**config.mk**
```make
export PLATFORM = sky130hd
export DESIGN_NAME = fetch_unit
export DESIGN_NICKNAME = d
export VERILOG_FILES = /design/src/rtl/fetch_unit.sv
export SDC_FILE = /design/constraint.sdc
export NUM_CORES = 1
export LEC_CHECK = 0
export CAP_MARGIN = 20
export CORE_ASPECT_RATIO = 1.1
export CORE_MARGIN = 3
export CORE_UTILIZATION = 32
export CTS_CLUSTER_DIAMETER = 100
export DETAILED_ROUTE_END_ITERATION = 7
export SYNTH_ARGS = -nofsm -noshare
export SYNTH_HDL_FRONTEND = slang
export SYNTH_SLANG_ARGS = --single-unit
```
**constraint.sdc**
```tcl
create_clock -name clk -period 3.4 [get_ports clk]
set_input_delay 0.68 -clock clk [delete_from_list [all_inputs] [get_ports clk]]
set_output_delay 0.68 -clock clk [all_outputs]
set_load 0.005 [all_outputs]
```
**src/rtl/fetch_unit.sv**
```systemverilog
// fetch_unit: instruction-fetch stage feeding the F->D pipeline register.
// Holds the fetch PC and keeps at most one request outstanding to instruction
// memory. A single skid slot holds a returned instruction while decode is
// stalled. A redirect flushes everything in flight; a response that was
// already requested when the redirect arrived is dropped when it returns.
//
// Ports:
//   clk, reset       clock and synchronous active-high reset
//   stallF           1 = F->D register holds; 0 = it captures pcF/instF
//   redirect_valid   taken branch/jump; flush and refetch from redirect_pc
//   redirect_pc      redirect target
//   imem_req/addr    request to instruction memory (combinational)
//   imem_ready       memory accepts the request this cycle
//   imem_rvalid      response valid (at least one cycle after acceptance)
//   imem_rdata       response instruction
//   pcF/instF/validF registered fetch outputs
module fetch_unit #(
  parameter logic [11:0] RESET_PC = 12'h000,
  parameter logic [11:0] PC_STEP  = 12'h001,
  parameter logic [15:0] NOP_INST = 16'h0000
) (
  input  logic        clk,
  input  logic        reset,
  input  logic        stallF,
  input  logic        redirect_valid,
  input  logic [11:0] redirect_pc,
  output logic        imem_req,
  output logic [11:0] imem_addr,
  input  logic        imem_ready,
  input  logic        imem_rvalid,
  input  logic [15:0] imem_rdata,
  output logic [11:0] pcF,
  output logic [15:0] instF,
  output logic        validF
);

  localparam int unsigned PC_W   = 12;
  localparam int unsigned INST_W = 16;

  typedef enum logic [1:0] {
    S_REQ  = 2'd0,
    S_WAIT = 2'd1,
    S_FULL = 2'd2
  } state_e;

  state_e              state_q, state_d;
  logic [PC_W-1:0]     pc_q, pc_d;
  logic                drop_q, drop_d;
  logic [PC_W-1:0]     pcf_q, pcf_d;
  logic [INST_W-1:0]   instf_q, instf_d;
  logic                validf_q, validf_d;
  logic [PC_W-1:0]     skid_pc_q, skid_pc_d;
  logic [INST_W-1:0]   skid_inst_q, skid_inst_d;
  logic                slot_free;

  // Request is held off while reset is asserted so the first request
  // appears in the cycle after reset deasserts.
  always_comb begin
    imem_req  = (state_q == S_REQ) && !reset;
    imem_addr = pc_q;
  end

  assign pcF    = pcf_q;
  assign instF  = instf_q;
  assign validF = validf_q;

  // Next-state and output-slot logic.
  always_comb begin
    state_d     = state_q;
    pc_d        = pc_q;
    drop_d      = drop_q;
    pcf_d       = pcf_q;
    instf_d     = instf_q;
    validf_d    = validf_q;
    skid_pc_d   = skid_pc_q;
    skid_inst_d = skid_inst_q;
    slot_free   = !validf_q || !stallF;

    // Output slot is consumed at every unstalled edge; pcF keeps its value.
    if (!stallF) begin
      validf_d = 1'b0;
      instf_d  = NOP_INST;
    end

    if (redirect_valid) begin
      pc_d     = redirect_pc;
      validf_d = 1'b0;
      instf_d  = NOP_INST;
      drop_d   = 1'b0;
      state_d  = S_REQ;
      case (state_q)
        // A request accepted this cycle still owes a response; drop it later.
        S_REQ: begin
          if (imem_ready) begin
            state_d = S_WAIT;
            drop_d  = 1'b1;
          end
        end
        S_WAIT: begin
          if (!imem_rvalid) begin
            state_d = S_WAIT;
            drop_d  = 1'b1;
          end
        end
        default: ;
      endcase
    end else begin
      case (state_q)
        S_REQ: begin
          if (imem_ready) state_d = S_WAIT;
        end
        S_WAIT: begin
          if (imem_rvalid) begin
            state_d = S_REQ;
            if (drop_q) begin
              drop_d = 1'b0;
            end else if (slot_free) begin
              pcf_d    = pc_q;
              instf_d  = imem_rdata;
              validf_d = 1'b1;
              pc_d     = pc_q + PC_STEP;
            end else begin
              skid_pc_d   = pc_q;
              skid_inst_d = imem_rdata;
              pc_d        = pc_q + PC_STEP;
              state_d     = S_FULL;
            end
          end
        end
        S_FULL: begin
          if (!stallF) begin
            pcf_d    = skid_pc_q;
            instf_d  = skid_inst_q;
            validf_d = 1'b1;
            state_d  = S_REQ;
          end
        end
        default: state_d = S_REQ;
      endcase
    end
  end

  // State registers with synchronous reset.
  always_ff @(posedge clk) begin
    if (reset) begin
      state_q     <= S_REQ;
      pc_q        <= RESET_PC;
      drop_q      <= 1'b0;
      pcf_q       <= PC_W'(0);
      instf_q     <= NOP_INST;
      validf_q    <= 1'b0;
      skid_pc_q   <= PC_W'(0);
      skid_inst_q <= INST_W'(0);
    end else begin
      state_q     <= state_d;
      pc_q        <= pc_d;
      drop_q      <= drop_d;
      pcf_q       <= pcf_d;
      instf_q     <= instf_d;
      validf_q    <= validf_d;
      skid_pc_q   <= skid_pc_d;
      skid_inst_q <= skid_inst_d;
    end
  end

endmodule
```
==> impl_metrics.csv, run 1 <==
group,metric,value,unit
run,maxCapViolations,0,
grt,grt_pass1_wl,16900,um
synthesis,yosysWarnings,0,
power,vdd_drop_max,0.286,mV
timing,setup_ws,0.903,ns
route,route.vias.total,3404,
synthesis,syn-num-nets,503,
power,power_density,435,nW/um^2
die,die_area,13000,sq um
layout,drive_gt1_frac,0.0740,
setup_path,rrSetupSlack,1.08,ns
clock_network,clockBufferDepth,2,
synthesis,synth-edff-count,0,
die,dieWidth,109,um
synthesis,yosys-top-cells-count,"a21oi_1 (101), nand2_1 (78), dfxtp_1 (72), inv_1 (30), a211oi_1 (29)",
timing,setup_viol,0,
synthesis,synthFlopType,"dfxtp_1",
setup_path,reg2reg_depth,6,
setup_path,crit_fanout,28,
die,die_h,119,um
route,post_drt_wl_per_cell,14.8,um
synthesis,synth_top_area_frac,0.386,
synthesis,avgSynthCellArea,8.02,sq um
worst_hold_path,hold_depth,2,
setup_path,worstPathCellList,"clkdlybuf4s50_1 -> nand2_1 -> or4b_1 -> nand2_1 -> a21oi_1",
synthesis,synth-adder-area-share,0.0134,
timing,tightest_slew,1.03,ns
synthesis,synth-simple-area-share,0.165,
clock_network,htree_num_levels,3,
layout,n_antenna_cell,0,
synthesis,muxShareOfSynthArea,0.0459,
route,drt-vias-per-instance,5.05,
synthesis,async_flop_share,0,
route,ant_nets,0,
place,place_ws,0.561,ns
place,place_congestion,0.774,
setup_path,regToRegEndpoint,"pcF[11]",
die,core-area,11200,sq um
setup_path,cpMaxStageDelayCell,"or4b_1",
synthesis,synth_top_family_by_area,"compound AO/OA/AOI/OAI gates",
grt,antenna_found_initial,0,
setup_path,crit_required,3.60,ns
synthesis,netlist_area,3730,sq um
synthesis,synth-seq-area-share,0.386,
setup_path,critPathMaxStageDelay,1.00,ns
setup_path,worst-setup-path-type,"in -> reg",
clock_network,hold_buffers,0,
grt,grt_max_degree,55,
worst_hold_path,hold_start,"skid_pc_q[1]",
clock_network,cts_root_buffer,"clkbuf_16",
worst_hold_path,hold_end,"skid_pc_q[1]",
clock_network,cts_resized,0,
synthesis,yosysUniqueCellTypes,38,
worst_hold_path,hold_path_class,"reg -> reg",
layout,area_delta_synth_final,28.8,%
timing,period_needed,2.50,ns
die,initial_utilization,0.334,
route,drt-initial-drc-count,182,
timing,rsz0062_at_grt,"false",
clock_network,cts_made_buffers,9,
die,core.rowCount,40,
timing,drv_slew,0,
clock_network,cts_tree,"done",
setup_path,start_kind,"input port",
synthesis,yosysMostFrequentCell,"a21oi_1",
timing,fin_setup_tns,0,ns
layout,regArea,1440,sq um
setup_path,cp.arrival,2.69,ns
setup_path,crit_top_cell,"nand2_1",
synthesis,synth_compound_area_frac,0.277,
layout,nFillCells,1146,
timing,timing_hold_violations_final,0,
synthesis,synth.area.top_cells,"dfxtp_1 (39%), a21oi_1 (14%), nand2_1 (7.8%), a211oi_1 (5.8%), mux2i_1 (4.3%)",
timing,finClkSkew,0.00488,ns
timing,finalCritPeriodShare,0.734,
die,io-pin-count,76,
route,firstDrtPassIters,4,
layout,fin_nets,560,
synthesis,ys_ff_latch,72,
synthesis,synthCells,465,
clock_network,clock_latency,0.34,ns
setup_path,cp-end-kind,"flip-flop",
grt,grt-ovfl-total,0,
clock_network,clock-sinks,72,
grt,grt_use_total,0.163,
synthesis,synth_xor_area_frac,0.0258,
clock_network,clk_pin_slew,0.06,ns
layout,multiInputGateArea,1970,sq um
timing,max_freq,401,MHz
timing,slew_headroom,0.315,
route,drt_wl_total,9960,um
setup_path,cpLargestDelayFamily,"simple AND/OR/NAND/NOR gates",
route,drc,0,
power,p_leak,1.64,nW
clock_network,post-cts-setup-buffers,0,
synthesis,yosysTopAreaCell,"dfxtp_1",
outcome,status,"finished clean",
place,io_buffer_count,75,
setup_path,r2r-start,"state_q[0]",
place,hpwl,6680,um
setup_path,critPathBufInv,1,
grt,grt_pass1_vias,3437,
==> layout by cell type, fill, tap and decap left out, types with 4 or more instances in the layout <==
cell,count
a211oi_1,29
o32ai_2,9
ha_1,4
nand2b_1,20
nand2_1,78
buf_4,11
nor3_1,4
dfxtp_1,72
o32ai_1,7
o21a_1,9
clkbuf_16,9
inv_1,30
xor2_1,8
mux2i_1,16
clkdlybuf4s50_1,74
a21oi_1,101
nor2_1,11
==> stage by stage <==
stage / utilization / hold slack [ns] / cells / power (mW) / instance area (sq um)
2_1_floorplan: - / 0.436 / 465 / 1.10 / 3730
3_3_place_gp: 0.407 / 0.442 / 658 / 1.24 / 4540
3_5_place_dp: 0.407 / 0.449 / 658 / 1.25 / 4540
4_1_cts: 0.430 / 0.457 / 674 / 2.11 / 4800
5_1_grt: 0.430 / 0.480 / 674 / 2.19 / 4800
6_report: 0.430 / 0.455 / 674 / 2.09 / 4800
==> power breakdown <==
| group | switching, mW | total, mW | internal [mW] | leakage (nW) |
|---|---|---|---|---|
| clock | 0.347 | 0.859 | 0.511 | 0.130 |
| sequential | 0.0360 | 0.912 | 0.876 | 0.586 |
| combinational | 0.156 | 0.317 | 0.162 | 0.920 |
| total | 0.539 | 2.09 | 1.55 | 1.64 |
==> worst register-to-register path, cell delays in order (launching register included) <==
cell	delay, ns
dfxtp_1	0.35
inv_1	0.07
ha_1	0.27
buf_4	0.32
and3b_1	0.52
and2_1	0.49
a211oi_1	0.14
==> worst max path at each step <==
stage | slack, ns | cells after the start | to | startpoint
2_1_floorplan | 1.44 | 3 | imem_req | reset
3_3_place_gp | 0.61 | 5 | skid_inst_q[15] | stallF
3_5_place_dp | 0.56 | 5 | skid_pc_q[6] | stallF
4_1_cts | 0.92 | 5 | skid_pc_q[6] | stallF
5_1_grt | 0.76 | 5 | skid_pc_q[0] | stallF
6_report | 0.90 | 5 | skid_inst_q[7] | stallF
==> per-layer routing <==
metal | routed length [um] | global-route usage | vias to the layer above
li1 | - | - | 1724
met1 | 4650 | 0.208 | 1581
met2 | 4710 | 0.261 | 83
met3 | 385 | 0.0352 | 16
met4 | 210 | 0.0695 | 0
met5 | 0 | 0 | -
==> registers in the layout, summed over array words and instances (netlist names) <==
signal       cells
pcF             12
imem_addr       12
validF           1
instF           16
drop_q           1
state_q          2
skid_pc_q       12
skid_inst_q     16
==> layout make-up <==
type                       count  area share
clock buffer                  13      0.0521
clock inverter                 3     0.00365
inverter                      31      0.0242
multi-input combinational    322       0.409
sequential                    72       0.300
tap                          147      0.0383
timing repair buffer          86       0.172
==> kinds of logic after synthesis <==
family | Yosys count
xor gates and xnor gates | 11
DFF | 72
adders and majority gates | 4
and+or+nand+nor | 130
muxes | 17
AOI/OAI and AO/OA | 160
buffers and inverters | 71
Power figures use the tool's default switching activity.
==> run 2, diff against run 1 <==
==> constraint.sdc (replaced) <==
create_clock -name clk -period 2.2 [get_ports clk]
set_input_delay 0.44 -clock clk [delete_from_list [all_inputs] [get_ports clk]]
set_output_delay 0.44 -clock clk [all_outputs]
set_load 0.005 [all_outputs]
==> run 2 against run 1 <==
- register-to-register slack lost 0.66 ns
- worst hold slack lost 0.00086 ns
- sequential share of layout area shrank 1.1 points
- clock power grew 68%
- critical path depth is the same
- critical path type is now reg -> out
==> impl_metrics.csv, run 2 (synthesis results as in run 1) <==
group,metric,value,unit
clock_network,cts_made_buffers,9,
die,core.rowCount,40,
layout,final_area,4980,sq um
setup_path,cp-end-kind,"output pin",
route,route.vias.total,3497,
clock_network,cts_root_buffer,"clkbuf_16",
grt,grt_max_degree,43,
route,drc,0,
clock_network,clock-sinks,72,
die,die_area,13000,sq um
timing,rsz0062_at_grt,"false",
die,core-area,11200,sq um
route,drt_wl_total,10200,um
clock_network,cts_tree,"done",
setup_path,crit_fanout,3,
setup_path,cp.arrival,1.59,ns
timing,tightest_slew,0.512,ns
route,post_drt_wl_per_cell,14.8,um
route,drt-initial-drc-count,261,
place,hpwl,7090,um
grt,grt_pass1_wl,16800,um
outcome,status,"finished clean",
timing,setup_viol,0,
die,dieWidth,109,um
place,io_buffer_count,75,
layout,multiInputGateArea,1970,sq um
layout,final_cell_mix,"a21oi_1 (101), nand2_1 (78), clkdlybuf4s50_1 (74), dfxtp_1 (72), inv_1 (30)",
timing,period_needed,2.03,ns
layout,fin_nets,573,
route,firstDrtPassIters,4,
clock_network,hold_buffers,0,
grt,grt-ovfl-total,0,
clock_network,clock_latency,0.33,ns
route,drt-vias-per-instance,5.09,
layout,nFillCells,1103,
timing,whs,0.454,ns
timing,finalCritPeriodShare,0.924,
setup_path,regToRegEndpoint,"skid_pc_q[11]",
setup_path,worst-setup-path-type,"reg -> out",
setup_path,rrSetupSlack,0.42,ns
worst_hold_path,hold_start,"skid_pc_q[7]",
clock_network,post-cts-setup-buffers,0,
timing,timing_hold_violations_final,0,
place,place_congestion,0.802,
grt,antenna_found_initial,0,
route,ant_nets,0,
timing,drv_slew,0,
layout,regArea,1440,sq um
grt,grt_use_total,0.160,
die,die_h,119,um
worst_hold_path,hold_end,"skid_pc_q[7]",
setup_path,reg2reg_depth,7,
clock_network,cts_resized,0,
power,p_leak,1.73,nW
clock_network,clk_pin_slew,0.05,ns
run,maxCapViolations,0,
layout,n_antenna_cell,0,
die,initial_utilization,0.334,
layout,layout_commonest_cell,"a21oi_1",
worst_hold_path,hold_path_class,"reg -> reg",
setup_path,r2r-start,"state_q[1]",
setup_path,start_kind,"flip-flop",
worst_hold_path,hold_depth,2,
die,io-pin-count,76,
grt,grt_pass1_vias,3396,
timing,finClkSkew,0.00744,ns
layout,area_delta_synth_final,33.6,%
timing,slew_headroom,0.657,
clock_network,clockBufferDepth,2,
timing,fin_setup_tns,0,ns
power,vdd_drop_max,0.331,mV
clock_network,htree_num_levels,3,
timing,max_freq,492,MHz
layout,drive_gt1_frac,0.100,
power,power_density,678,nW/um^2
setup_path,crit_required,1.76,ns
place,place_area,4680,sq um
[run 2: cell count changes in the layout (fill, tap and decap cells not counted), sizes merged]
cell    delta
clkinv     +1
bufinv     +1
buf       +13
clkbuf     -2
[run 2: per-layer routing]
metal  global-route usage  part of all wire  up-vias
li1                     -                 -     1757
met1                0.215              0.46     1639
met2                0.254              0.48       93
met3               0.0331             0.043        8
met4               0.0560             0.014        0
met5                    0                 0        -
[run 2: final cells by class]
cell class,count,share of cell area
clock inverters,5,0.0113
repair buffers,99,0.196
flip-flops and latches,72,0.289
inverters,31,0.0233
clock buffers,11,0.0487
well taps,147,0.0369
multi-input cells,322,0.395
[run 2: worst max path at each step]
stage | start | endpoint | slack (ns)
floorplan | state_q[0] | pcF[0] | 0.49
global placement | imem_rvalid | imem_addr[8] | 0.06
detailed placement | stallF | instF[11] | 0.03
CTS | state_q[1] | imem_req | 0.15
global route | state_q[1] | imem_req | 0.06
finish | state_q[1] | imem_req | 0.17
[run 2: power breakdown]
group          switching [mW]  total [mW]  internal [mW]
registers              0.0576        1.41           1.35
logic                   0.247       0.520          0.273
clock network           0.539        1.44          0.906
total                   0.843        3.38           2.53
[run 2: critical path, stage by stage, from the launching register on]
cell	delay, ns
dfxtp_1	0.33
inv_1	0.08
ha_1	0.17
inv_1	0.08
nor2_1	0.10
clkdlybuf4s50_1	0.51
[run 2: through the flow]
stage	setup slack [ns]	utilization	power [mW]	std cells
floorplan	0.487	-	1.70	465
global placement	0.0579	0.420	1.95	671
detailed placement	0.0314	0.420	1.96	671
CTS	0.151	0.447	3.41	687
global route	0.0570	0.447	3.53	687
finish	0.168	0.447	3.38	687
